===== config.mk =====
export PLATFORM = sky130hd
export DESIGN_NAME = exec_stage_flat
export DESIGN_NICKNAME = d
export VERILOG_FILES = /design/src/rtl/exec_pkg.sv /design/src/rtl/exec_if.sv /design/src/rtl/exec_alu.sv /design/src/rtl/exec_stage.sv /design/src/flat_wrapper.sv
export SDC_FILE = /design/constraint.sdc
export NUM_CORES = 1
export LEC_CHECK = 0
export ABC_AREA = 1
export CAP_MARGIN = 20
export CORE_ASPECT_RATIO = 0.9
export CORE_MARGIN = 2
export CORE_UTILIZATION = 26
export CTS_CLUSTER_SIZE = 25
export DETAILED_ROUTE_END_ITERATION = 10
export PLACE_DENSITY = 0.54
export SYNTH_ARGS = -nofsm -noshare
export SYNTH_HDL_FRONTEND = slang
export SYNTH_SLANG_ARGS = --single-unit

===== constraint.sdc =====
create_clock -name clk -period 0.8 [get_ports clk]
set_input_delay 0.16 -clock clk [delete_from_list [all_inputs] [get_ports clk]]
set_output_delay 0.16 -clock clk [all_outputs]
set_load 0.005 [all_outputs]

===== src/rtl/exec_pkg.sv =====
// exec_stage shared definitions: ALU codes, funct values,
// control bit indices, forward selects and bus field offsets.
package exec_pkg;

  localparam logic [3:0] ALU_AND = 4'b0000;
  localparam logic [3:0] ALU_OR  = 4'b0001;
  localparam logic [3:0] ALU_ADD = 4'b0010;
  localparam logic [3:0] ALU_SUB = 4'b0110;
  localparam logic [3:0] ALU_SLT = 4'b0111;
  localparam logic [3:0] ALU_SLL = 4'b1000;
  localparam logic [3:0] ALU_SRL = 4'b1001;
  localparam logic [3:0] ALU_NOR = 4'b1100;

  localparam logic [5:0] F_ADD = 6'h20;
  localparam logic [5:0] F_SUB = 6'h22;
  localparam logic [5:0] F_AND = 6'h24;
  localparam logic [5:0] F_OR  = 6'h25;
  localparam logic [5:0] F_NOR = 6'h27;
  localparam logic [5:0] F_SLT = 6'h2A;
  localparam logic [5:0] F_SLL = 6'h00;
  localparam logic [5:0] F_SRL = 6'h02;

  localparam int C_REGWRITE = 0;
  localparam int C_ALUSRC   = 1;
  localparam int C_MEMREAD  = 2;
  localparam int C_ALUOP    = 3;
  localparam int C_MEMTOREG = 5;
  localparam int C_MEMWRITE = 6;
  localparam int C_REGDST   = 7;

  typedef enum logic [1:0] {
    FWD_RF = 2'b00,
    FWD_WB = 2'b01,
    FWD_EX = 2'b10
  } fwd_e;

  // idex word slots, in units of DATA_W
  localparam int IDEX_INSTR = 0;
  localparam int IDEX_RD1   = 1;
  localparam int IDEX_RD2   = 2;
  localparam int IDEX_IMM   = 3;
  localparam int IDEX_CTRL  = 4;

  // memwb fields above the DATA_W result
  localparam int WB_RD       = 0;
  localparam int WB_REGWRITE = 5;

  // exmem fields above the 2*DATA_W data words
  localparam int EXM_WREG     = 0;
  localparam int EXM_ZERO     = 5;
  localparam int EXM_OVF      = 6;
  localparam int EXM_MEMREAD  = 7;
  localparam int EXM_MEMTOREG = 8;
  localparam int EXM_MEMWRITE = 9;
  localparam int EXM_REGWRITE = 10;

  function automatic fwd_e fwd_select(
    input logic       ex_rw,
    input logic [4:0] ex_rd,
    input logic       wb_rw,
    input logic [4:0] wb_rd,
    input logic [4:0] src
  );
    fwd_e sel;
    sel = FWD_RF;
    if (ex_rw && ex_rd != 5'd0 && ex_rd == src)
      sel = FWD_EX;
    else if (wb_rw && wb_rd != 5'd0 && wb_rd == src)
      sel = FWD_WB;
    return sel;
  endfunction

endpackage


===== src/rtl/exec_if.sv =====
// exec_stage pipeline buses: ID/EX and MEM/WB in,
// registered EX/MEM out.
interface exec_if #(
  parameter int DATA_W = 32
);
  logic [4*DATA_W+7:0]  idex;
  logic [DATA_W+5:0]    memwb;
  logic [2*DATA_W+10:0] exmem;

  modport master (
    output idex,
    output memwb,
    input  exmem
  );

  modport slave (
    input  idex,
    input  memwb,
    output exmem
  );
endinterface


===== src/rtl/exec_alu.sv =====
// exec_stage ALU: wrap-around arithmetic, logic, SLT
// and rt-operand shifts with ADD/SUB signed overflow.
module exec_alu
  import exec_pkg::*;
#(
  parameter int DATA_W = 32
) (
  input  logic [DATA_W-1:0] a,
  input  logic [DATA_W-1:0] b,
  input  logic [3:0]        code,
  input  logic [4:0]        shamt,
  output logic [DATA_W-1:0] result,
  output logic              ovf,
  output logic              zero
);
  localparam int W = DATA_W;

  logic [W-1:0] sum;
  logic [W-1:0] diff;
  logic         slt;

  assign sum  = a + b;
  assign diff = a - b;
  assign slt  = $signed(a) < $signed(b);

  always_comb begin
    result = sum;
    ovf    = 1'b0;
    case (code)
      ALU_ADD: begin
        result = sum;
        ovf = (a[W-1] == b[W-1]) &&
              (sum[W-1] != a[W-1]);
      end
      ALU_SUB: begin
        result = diff;
        ovf = (a[W-1] != b[W-1]) &&
              (diff[W-1] != a[W-1]);
      end
      ALU_AND: result = a & b;
      ALU_OR:  result = a | b;
      ALU_NOR: result = ~(a | b);
      ALU_SLT: result = {{(W-1){1'b0}}, slt};
      ALU_SLL: result = b << shamt;
      ALU_SRL: result = b >> shamt;
      default: result = sum;
    endcase
  end

  assign zero = (result == '0);

endmodule


===== src/rtl/exec_stage.sv =====
// MIPS execute stage with registered EX/MEM bus.
// Define EXEC_FORWARDING_EN to enable EX/MEM + MEM/WB forwarding.
module exec_stage
  import exec_pkg::*;
#(
  parameter int DATA_W = 32
) (
  input logic   clk,
  input logic   rst_n,
  exec_if.slave bus
);
  localparam int W = DATA_W;

  logic [7:0]   ctrl;
  logic [W-1:0] imm;
  logic [W-1:0] rd1;
  logic [W-1:0] rd2;
  logic [5:0]   funct;
  logic [4:0]   shamt;
  logic [4:0]   rd;
  logic [4:0]   rt;
  logic [4:0]   rs;
  logic [1:0]   aluop;

  assign ctrl  = bus.idex[IDEX_CTRL*W +: 8];
  assign imm   = bus.idex[IDEX_IMM*W +: W];
  assign rd2   = bus.idex[IDEX_RD2*W +: W];
  assign rd1   = bus.idex[IDEX_RD1*W +: W];
  assign funct = bus.idex[5:0];
  assign shamt = bus.idex[10:6];
  assign rd    = bus.idex[15:11];
  assign rt    = bus.idex[20:16];
  assign rs    = bus.idex[25:21];
  assign aluop = ctrl[C_ALUOP +: 2];

  logic unused_opcode;
  assign unused_opcode = ^bus.idex[W-1:26];

  logic [2*W+10:0] exmem_q;
  logic            ex_regwrite;
  logic [4:0]      ex_wreg;
  logic [W-1:0]    ex_result;
  logic            wb_regwrite;
  logic [4:0]      wb_rd;
  logic [W-1:0]    wb_result;

  assign ex_regwrite = exmem_q[2*W+EXM_REGWRITE];
  assign ex_wreg     = exmem_q[2*W+EXM_WREG +: 5];
  assign ex_result   = exmem_q[W-1:0];
  assign wb_regwrite = bus.memwb[W+WB_REGWRITE];
  assign wb_rd       = bus.memwb[W+WB_RD +: 5];
  assign wb_result   = bus.memwb[W-1:0];

  logic [3:0] alu_code;

  always_comb begin
    alu_code = ALU_ADD;
    unique case (aluop)
      2'b00: alu_code = ALU_ADD;
      2'b01: alu_code = ALU_SUB;
      2'b11: alu_code = ALU_ADD;
      2'b10: begin
        case (funct)
          F_ADD:   alu_code = ALU_ADD;
          F_SUB:   alu_code = ALU_SUB;
          F_AND:   alu_code = ALU_AND;
          F_OR:    alu_code = ALU_OR;
          F_NOR:   alu_code = ALU_NOR;
          F_SLT:   alu_code = ALU_SLT;
          F_SLL:   alu_code = ALU_SLL;
          F_SRL:   alu_code = ALU_SRL;
          default: alu_code = ALU_ADD;
        endcase
      end
      default: alu_code = ALU_ADD;
    endcase
  end

  fwd_e fwd_a;
  fwd_e fwd_b;

`ifdef EXEC_FORWARDING_EN
  // compares against our own registered EX/MEM word
  assign fwd_a = fwd_select(ex_regwrite, ex_wreg,
                            wb_regwrite, wb_rd, rs);
  assign fwd_b = fwd_select(ex_regwrite, ex_wreg,
                            wb_regwrite, wb_rd, rt);
`else
  assign fwd_a = FWD_RF;
  assign fwd_b = FWD_RF;

  logic unused_fwd;
  assign unused_fwd = ^{ex_regwrite, ex_wreg,
                        wb_regwrite, wb_rd, rs};
`endif

  logic [W-1:0] op_a;
  logic [W-1:0] fwd_b_val;
  logic [W-1:0] op_b;

  always_comb begin
    op_a = rd1;
    case (fwd_a)
      FWD_WB:  op_a = wb_result;
      FWD_EX:  op_a = ex_result;
      default: op_a = rd1;
    endcase
  end

  always_comb begin
    fwd_b_val = rd2;
    case (fwd_b)
      FWD_WB:  fwd_b_val = wb_result;
      FWD_EX:  fwd_b_val = ex_result;
      default: fwd_b_val = rd2;
    endcase
  end

  assign op_b = ctrl[C_ALUSRC] ? imm : fwd_b_val;

  logic [W-1:0] result;
  logic         ovf;
  logic         zero;
  logic [4:0]   wreg;

  exec_alu #(
    .DATA_W (W)
  ) u_alu (
    .a      (op_a),
    .b      (op_b),
    .code   (alu_code),
    .shamt  (shamt),
    .result (result),
    .ovf    (ovf),
    .zero   (zero)
  );

  assign wreg = ctrl[C_REGDST] ? rd : rt;

  always_ff @(posedge clk or negedge rst_n) begin
    if (!rst_n) begin
      exmem_q <= '0;
    end else begin
      exmem_q <= {ctrl[C_REGWRITE],
                  ctrl[C_MEMWRITE],
                  ctrl[C_MEMTOREG],
                  ctrl[C_MEMREAD],
                  ovf,
                  zero,
                  wreg,
                  fwd_b_val,
                  result};
    end
  end

  assign bus.exmem = exmem_q;

endmodule


===== src/flat_wrapper.sv =====
// flat-port wrapper written by rule: the top's interface ports become plain ports
module exec_stage_flat import exec_pkg::*;
#(
  parameter int DATA_W = 32
)
  (clk, rst_n, bus_idex, bus_memwb, bus_exmem);
  exec_if #(.DATA_W(DATA_W)) bus_i ();
  input logic clk;
  input logic rst_n;
  input wire logic [$bits(bus_i.idex)-1:0] bus_idex;
  input wire logic [$bits(bus_i.memwb)-1:0] bus_memwb;
  output wire logic [$bits(bus_i.exmem)-1:0] bus_exmem;
  assign bus_i.idex = bus_idex;
  assign bus_i.memwb = bus_memwb;
  assign bus_exmem = bus_i.exmem;
  exec_stage #(.DATA_W(DATA_W)) u_core (.clk(clk), .rst_n(rst_n), .bus(bus_i));
endmodule

==> metrics.txt, run 1 <==
status complete, but fails checks; violated checks negative setup slack; Routed Antenna Nets 0; CP top delay family simple AND/OR/NAND/NOR gates; 1st-iter DRT viols 1755; Post-Synth Simple-Gate Area 51.5%; largest family of logic cells by synthesized area simple AND/OR/NAND/NOR gates; worst-path fanout max 7; share of layout cells above drive strength 1 46.9%; Initial Util 26.3%; Setup crit start kind input port; port bufs 201; Syn-to-layout area delta 91.1%; overall power 29400 uW; max cap viols 0; largest net degree at the start of global routing 36; Final Util 50.2%; most frequent cells in the layout buf_4, nand3_1, nand2_1; cell mode on critical path nor2_1; Synth area leader nand3_1; Synth Area in Adders 11.6%; Lkg Pwr 0.0123 uW; routed len/inst 20.2 um; GRT Util Overall 29.1%; Pre-antenna DRT Iters 6; count of different cell masters after synthesis 40; fraction of the mapped netlist area in compound gates 6.83%; Max VDD drop 1.23 mV; core box area 47700 um^2; max FFs per register 75; total die area 50000 um^2; Worst Tran Pin Value 364 ps; CP Capture Type flop; Hold Path Class input port to flop; Syn. warnings 0; Die Y 212 um; Worst EP arrival 3040 ps; Bufs and invs on worst path 7; row count 76; fin crit share 338%; CTS Root Cell clkbuf_16; Inserted Clock Buffers 9; RD Place Congestion 1.02; Slowest Stage Delay on Critical Path 270 ps; filler cell count 4888; PD cells 1230 nW/um^2; sequential share of the synthesized area 15.0%; Final setup viols 109; dpl hpwl 60.7 mm; H-tree Lvls 3; Via-to-Cell Ratio 4.98; Post-Synthesis Cell Area 12500 um^2; initial antenna violation count 1; nets@finish 3392; critical path class input port to flop; Die W 235 um; first-pass GRT wire length 109 mm; Clock Path Buffers 2; via count 18574; Required @ worst endpoint 1140 ps; clock-pin slew on the worst setup and hold paths 80 ps; multiplexer share of the synthesized area 0.449%; Critical Path Start bus_idex[129]; #FFs+latches synth 75; final setup margin -1900 ps; design area 23900 um^2; I/O pin cnt 251; endpoints failing hold 0; # clock sinks 75; DRT Wirelength 75.4 mm; Max Fclk 370 MHz; synthesized net count 2550; number of global-route vias before repair 17622; synthesized instance count 2259; Yosys top cell area share 22.5%; Slew Limit Fails 0; total gr overflow 0; min-delay src bus_idex[77]; most common cell after layout, fill and taps aside buf_4; RSZ-0062 raised after global routing yes; top post-synthesis cells by area nand3_1, nand2_1, dfrtp_1, ha_1, inv_1; XOR/XNOR Fraction of Synth Area 2.52%; Critical Path Slowest Stage Cell ha_4; Slew HR 75.5%; CTS tree built; Setup TNS -69820 ps; average size of a mapped cell 5.55 um^2; DP Cell Count 3621; fin cells 3731; Area after DPL 20400 um^2; # DRC 0; min Tclk post-route 2700 ps
[area by class of cell]
type                            instances  area [um^2]  area share, %
Tap cell                              624          781           3.26
Timing Repair Buffer                  923         7650           31.9
Antenna cell                            1         2.50         0.0104
Inverter                              286         1130           4.74
Sequential cell                        75         1880           7.84
Multi-Input combinational cell       1804        12100           50.7
Clock buffer                            9          225          0.940
Clock inverter                          7         95.1          0.397
Timing Repair inverter                  2         36.3          0.152
[metal layers]
metal,global-route usage (%),up-vias,part of all wire [%]
li1,-,8982,-
met1,41.3,8816,47
met2,44.2,693,43
met3,4.56,83,7.1
met4,10.9,0,3.7
met5,0,-,0
[power by group]
part | internal (uW) | leakage (uW) | switching (uW)
registers | 4380 | 0.000885 | 182
clock network | 2510 | 0.000157 | 2220
logic | 9230 | 0.0112 | 10900
total | 16100 | 0.0123 | 13300
[cell usage after synthesis, drive strengths merged]
cell and number:
nand2 613, nand3 565, inv 286, nor2 263
ha 113, dfrtp 75, a21oi 74, o21ai 67
buf 65, xor2 33, clkbuf 29, nand4 18
o21bai 12, nor3 11, mux2 5, nand3b 5
and2 4, a31oi 3, nor4 3, or2 3
xnor2 3, a21boi 2, fa 2, a211oi 1
and3 1, nor3b 1, o21a 1, o31ai 1
[logic make-up after synthesis]
family / Yosys count
and+or+nand+nor: 1487
DFF: 75
muxes: 5
adders and majority gates: 115
buffers and inverters: 380
AOI/OAI and AO/OA: 161
xor gates and xnor gates: 36
[through the flow]
step	hold slack [ps]	setup WS (ps)
2_1_floorplan	-136	-1620
3_3_place_gp	64.7	-3300
4_1_cts	16.3	-1910
3_5_place_dp	63.1	-3300
5_1_grt	19.5	-2020
6_report	27.5	-1900
[worst paths after layout]
path / to / slack (ps) / depth (start not counted)
hold / removal: u_core.bus.exmem[45]$_DFF_PN0_ / 30 / 1
min in group asynchronous: u_core.bus.exmem[41]$_DFF_PN0_ / 190 / 2
setup / recovery: u_core.bus.exmem[69]$_DFF_PN0_ / -1900 / 25
max in group asynchronous: u_core.bus.exmem[9]$_DFF_PN0_ / 150 / 3
[repair_timing]
action                                 in CTS  in global routing
cloned                                      4                  3
hold buffers                                1                  0
endpoints found under the hold margin      75                  0
setup buffers                              59                 32
resized for setup                         563                448
pin swaps                                 131                160
setup endpoints to repair                 114                114
(Power assumes the default switching activity.)
==> inputs of run 2 (changes only) <==
SKIP_CTS_REPAIR_TIMING = 1   (was default)
SKIP_LAST_GASP = 1   (was default)
TNS_END_PERCENT = 100   (was default)
==> run 2 against run 1 <==
Net effect: the flow still finishes with violations (negative setup slack); sequential share of layout area shrank 0.27 points; sequential power is essentially flat; via count up 1.2%; critical path depth is 4 lower; critical path type unchanged; critical endpoint unchanged.
==> metrics.txt, run 2 (same netlist as run 1, synthesis figures left out) <==
Bufs and invs on worst path 4; fin crit share 343%; status complete, but fails checks; largest net degree at the start of global routing 36; core box area 47700 um^2; CP top delay family simple AND/OR/NAND/NOR gates; Worst EP arrival 3090 ps; Lkg Pwr 0.0128 uW; Setup crit start kind input port; critical path class input port to flop; RSZ-0062 raised after global routing yes; share of layout cells above drive strength 1 48.1%; 1st-iter DRT viols 2018; Pre-antenna DRT Iters 7; area of the multi-input gates 12500 um^2; Die Y 212 um; via count 18796; initial antenna violation count 2; Slew Limit Fails 0; worst hold slack 41.2 ps; first-pass GRT wire length 105 mm; row count 76; Setup TNS -69250 ps; RD Place Congestion 1.02; overall power 29900 uW; Max Fclk 365 MHz; GRT Util Overall 27.9%; total gr overflow 0; Final Util 52.0%; # DRC 0; Slowest Stage Delay on Critical Path 490 ps; dpl hpwl 60.7 mm; max cap viols 0; total die area 50000 um^2; clock-pin slew on the worst setup and hold paths 80 ps; Hold Path Class input port to flop; I/O pin cnt 251; max FFs per register 75; Critical Path Slowest Stage Cell clkdlybuf4s50_1; port bufs 201; final setup margin -1940 ps; Required @ worst endpoint 1140 ps; H-tree Lvls 3; number of global-route vias before repair 16727; Final setup viols 109; Worst Tran Pin Value 367 ps; Routed Antenna Nets 0; CP Capture Type flop; Slew HR 75.3%; Area after DPL 20400 um^2; design area 24800 um^2; CTS Root Cell clkbuf_16; endpoints failing hold 0; nets@finish 3408; cell mode on critical path nand2_2; Via-to-Cell Ratio 5.02; worst-path cell chain clkdlybuf4s50_1 -> nand2_2 -> nand2_4 -> inv_2 -> ha_4 -> buf_4 -> a21oi_2 -> o21ai_0 -> buf_4 -> a21oi_2 -> nand2_4 -> nand2_2 -> nand2_2 -> xor2_1 -> nand2_1 -> nand3_4 -> nor2_4 -> nand2_2 -> nor2_4 -> nand2_2 -> nor2_2; Inserted Clock Buffers 9; most frequent cells in the layout buf_4, nand3_1, nand2_1; CTS tree built; filler cell count 4744; worst-path fanout max 8; Initial Util 26.3%; most common cell after layout, fill and taps aside buf_4; Die W 235 um; PD cells 1210 nW/um^2; Clock Path Buffers 2; min Tclk post-route 2740 ps; Syn-to-layout area delta 97.9%; DRT Wirelength 75.9 mm; violated checks negative setup slack; Reg area 1880 um^2; Max VDD drop 1.13 mV; routed len/inst 20.3 um; # clock sinks 75
run 2: cell types whose count changed in the layout (fill, tap and decap cells not counted), sizes merged:
| cell | change |
|---|---|
| clkdlybuf4s50 | -10 |
| dlygate4sd3 | +22 |
| clkinv | +3 |
| bufbuf | -1 |
| inv | -2 |
| clkdlybuf4s15 | -1 |
| dlygate4sd2 | -32 |
| clkbuf | +21 |
| dlymetal6s2s | +43 |
| buf | -27 |
run 2: power breakdown:
part / internal [uW] / switching [uW] / total [uW]
Combinational: 9440 / 11200 / 20600
Sequential: 4380 / 185 / 4570
Clock: 2510 / 2220 / 4730
Total: 16300 / 13600 / 29900
run 2: path summary, 6_finish.rpt:
path	start	endpoint	slack (ps)	cells after the start
min in group asynchronous	rst_n	u_core.bus.exmem[41]$_DFF_PN0_	200	2
min	bus_idex[93]	u_core.bus.exmem[61]$_DFF_PN0_	40	1
max	bus_idex[111]	u_core.bus.exmem[69]$_DFF_PN0_	-1940	21
max in group asynchronous	rst_n	u_core.bus.exmem[9]$_DFF_PN0_	140	3
run 2: cell type report:
class	instances	share of cell area, %
inverter	286	4.68
sequential	75	7.57
tap	624	3.15
timing repair buffer	938	32.5
clock buffer	9	0.908
timing repair inverter	3	0.308
clock inverter	7	0.383
multi-input combinational	1804	50.5
antenna	1	0.0101
run 2: metal layers:
metal / up-vias / track usage, % / routed length [um]
li1: 9010 / - / -
met1: 8918 / 40.2 / 35100
met2: 788 / 43.3 / 33000
met3: 80 / 4.40 / 5530
met4: 0 / 7.18 / 2310
met5: - / 0 / 0
run 2: stage by stage:
step	setup WS (ps)	instances
after floorplan	-1620	2259
after global placement	-3300	3621
after detailed placement	-3300	3621
after CTS	-2880	3637
after global routing	-2040	3747
final	-1940	3747
==> inputs of run 3 (changes only) <==
CORE_MARGIN = 5   (was 2)
CTS_BUF_LIST = sky130_fd_sc_hd__clkbuf_16   (was default)
==> run 3 against run 2 <==
Net effect: the flow finishes with violations (negative hold slack, negative setup slack); highest routed layer unchanged; critical path type unchanged; power decreased by 5.3%; critical endpoint unchanged; hold slack got worse by 57 ps; critical path depth grew 7; core utilization is 2.3 points lower; final cell count is 1.6% lower; clock power fell by 12%.
==> metrics.txt, run 3 (same netlist as run 1, synthesis figures left out) <==
DP Worst Slack -3300 ps; via count 18367; critical path class input port to flop; Worst Tran Pin Value 428 ps; status complete, but fails checks; Routed Antenna Nets 0; Syn-to-layout area delta 89.2%; Logic pwr share 69.1%; largest net degree at the start of global routing 42; H-tree Lvls 3; RSZ-0062 raised after global routing yes; DRT Wirelength 74.4 mm; Die Y 218 um; nets@finish 3350; Area after DPL 20100 um^2; Reg area 1880 um^2; Hold Path Class input port to flop; clock-pin slew on the worst setup and hold paths 70 ps; total gr overflow 0; most common cell after layout, fill and taps aside buf_4; port bufs 201; area of the multi-input gates 12100 um^2; Inserted Clock Buffers 9; max cap viols 0; Critical Path Slowest Stage Cell nand3b_1; P_sw 12900 uW; Via-to-Cell Ratio 4.98; number of diodes 0; Max Fclk 344 MHz; endpoints failing hold 2; Max VDD drop 1.11 mV; worst-path fanout max 8; GRT Util Overall 26.2%; total die area 52700 um^2; Int Pwr 15500 uW; I/O pin cnt 251; Required @ worst endpoint 1120 ps; Final setup viols 109; 1st-iter DRT viols 1613; first-pass GRT wire length 104 mm; overall power 28400 uW; filler cell count 4920; cell mode on critical path buf_6; Slowest Stage Delay on Critical Path 260 ps; routed len/inst 20.2 um; CTS tree built; max FFs per register 75; initial antenna violation count 1; number of global-route vias before repair 16930; most frequent cells in the layout buf_4, nand3_1, nand2_1; fin cells 3688; clock power share 14.7%; Lkg Pwr 0.0122 uW; RD Place Congestion 1.01; Switching Fraction 45.3%; hold-critical path depth 1; Die W 241 um; min Tclk post-route 2900 ps; PD cells 1200 nW/um^2; Slew HR 71.2%; sequential power share 16.1%; fin crit share 363%; Slew Limit Fails 0; Clock Path Buffers 2; Worst EP arrival 3230 ps; Setup crit start kind input port; share of layout cells above drive strength 1 45.2%; DP Cell Count 3583; # DRC 0; core box area 47700 um^2; # clock sinks 75; dpl hpwl 60.9 mm; Pre-antenna DRT Iters 5; design area 23700 um^2; row count 76; Initial Util 26.3%; final setup margin -2100 ps; violated checks negative hold slack, negative setup slack; worst hold slack -16.2 ps; CP Capture Type flop; CTS Root Cell clkbuf_16
[run 3: cell count changes in the layout (fill, tap and decap cells not counted), moves of 13 or more]
cell	previous run	this run
buf_6	55	39
inv_1	204	222
nor2_2	49	62
nand3_1	469	437
nand2_4	76	46
nor2_4	67	42
nand3_2	79	106
buf_4	623	589
nand2_1	378	430
nand2_2	152	135
[run 3: worst max-delay path, delay by kind of cell]
family	cells	cell delay, ps
AND/OR/NAND/NOR	16	1850
adder cells (fa/ha/maj)	1	150
buffers and inverters	10	960
AO/OA/AOI/OAI	1	70
[run 3: worst paths after layout]
| path | slack [ps] | end | startpoint |
|---|---|---|---|
| max | -2100 | u_core.bus.exmem[69]$_DFF_PN0_ | bus_idex[129] |
| min | -20 | u_core.bus.exmem[55]$_DFF_PN0_ | bus_idex[87] |
| max in group asynchronous | 180 | u_core.bus.exmem[5]$_DFF_PN0_ | rst_n |
| min in group asynchronous | 190 | u_core.bus.exmem[66]$_DFF_PN0_ | rst_n |
[run 3: layout make-up]
cell class | count | area share, %
repair buffers | 882 | 31.6
multi-input cells | 1804 | 51.2
repair inverters | 1 | 0.0686
inverters | 286 | 4.75
well taps | 624 | 3.29
clock buffers | 9 | 0.950
clock inverters | 7 | 0.243
flip-flops and latches | 75 | 7.91
[run 3: routing by layer]
layer  global-route usage (%)  routed length (um)  up-vias
li1                         -                   -     8890
met5                        0                   0        -
met1                     37.4               34400     8670
met3                     5.27                5140      102
met4                     8.39                2930        0
met2                     39.4               31900      705
[run 3: power by group through the flow]
stage	Sequential, uW	Combinational (uW)	Clock [uW]
after floorplan	4700	7080	0
after global placement	4640	16400	0
after detailed placement	4640	16400	0
after CTS	4590	16500	4310
after global routing	4640	20900	4440
final	4580	19600	4170
[run 3: through the flow]
step	TNS [ps]	utilization, %
final	-69970	49.7
after global routing	-75350	49.7
after CTS	-121560	42.8
after detailed placement	-105490	42.2
after global placement	-105020	42.2
after floorplan	-41100	-
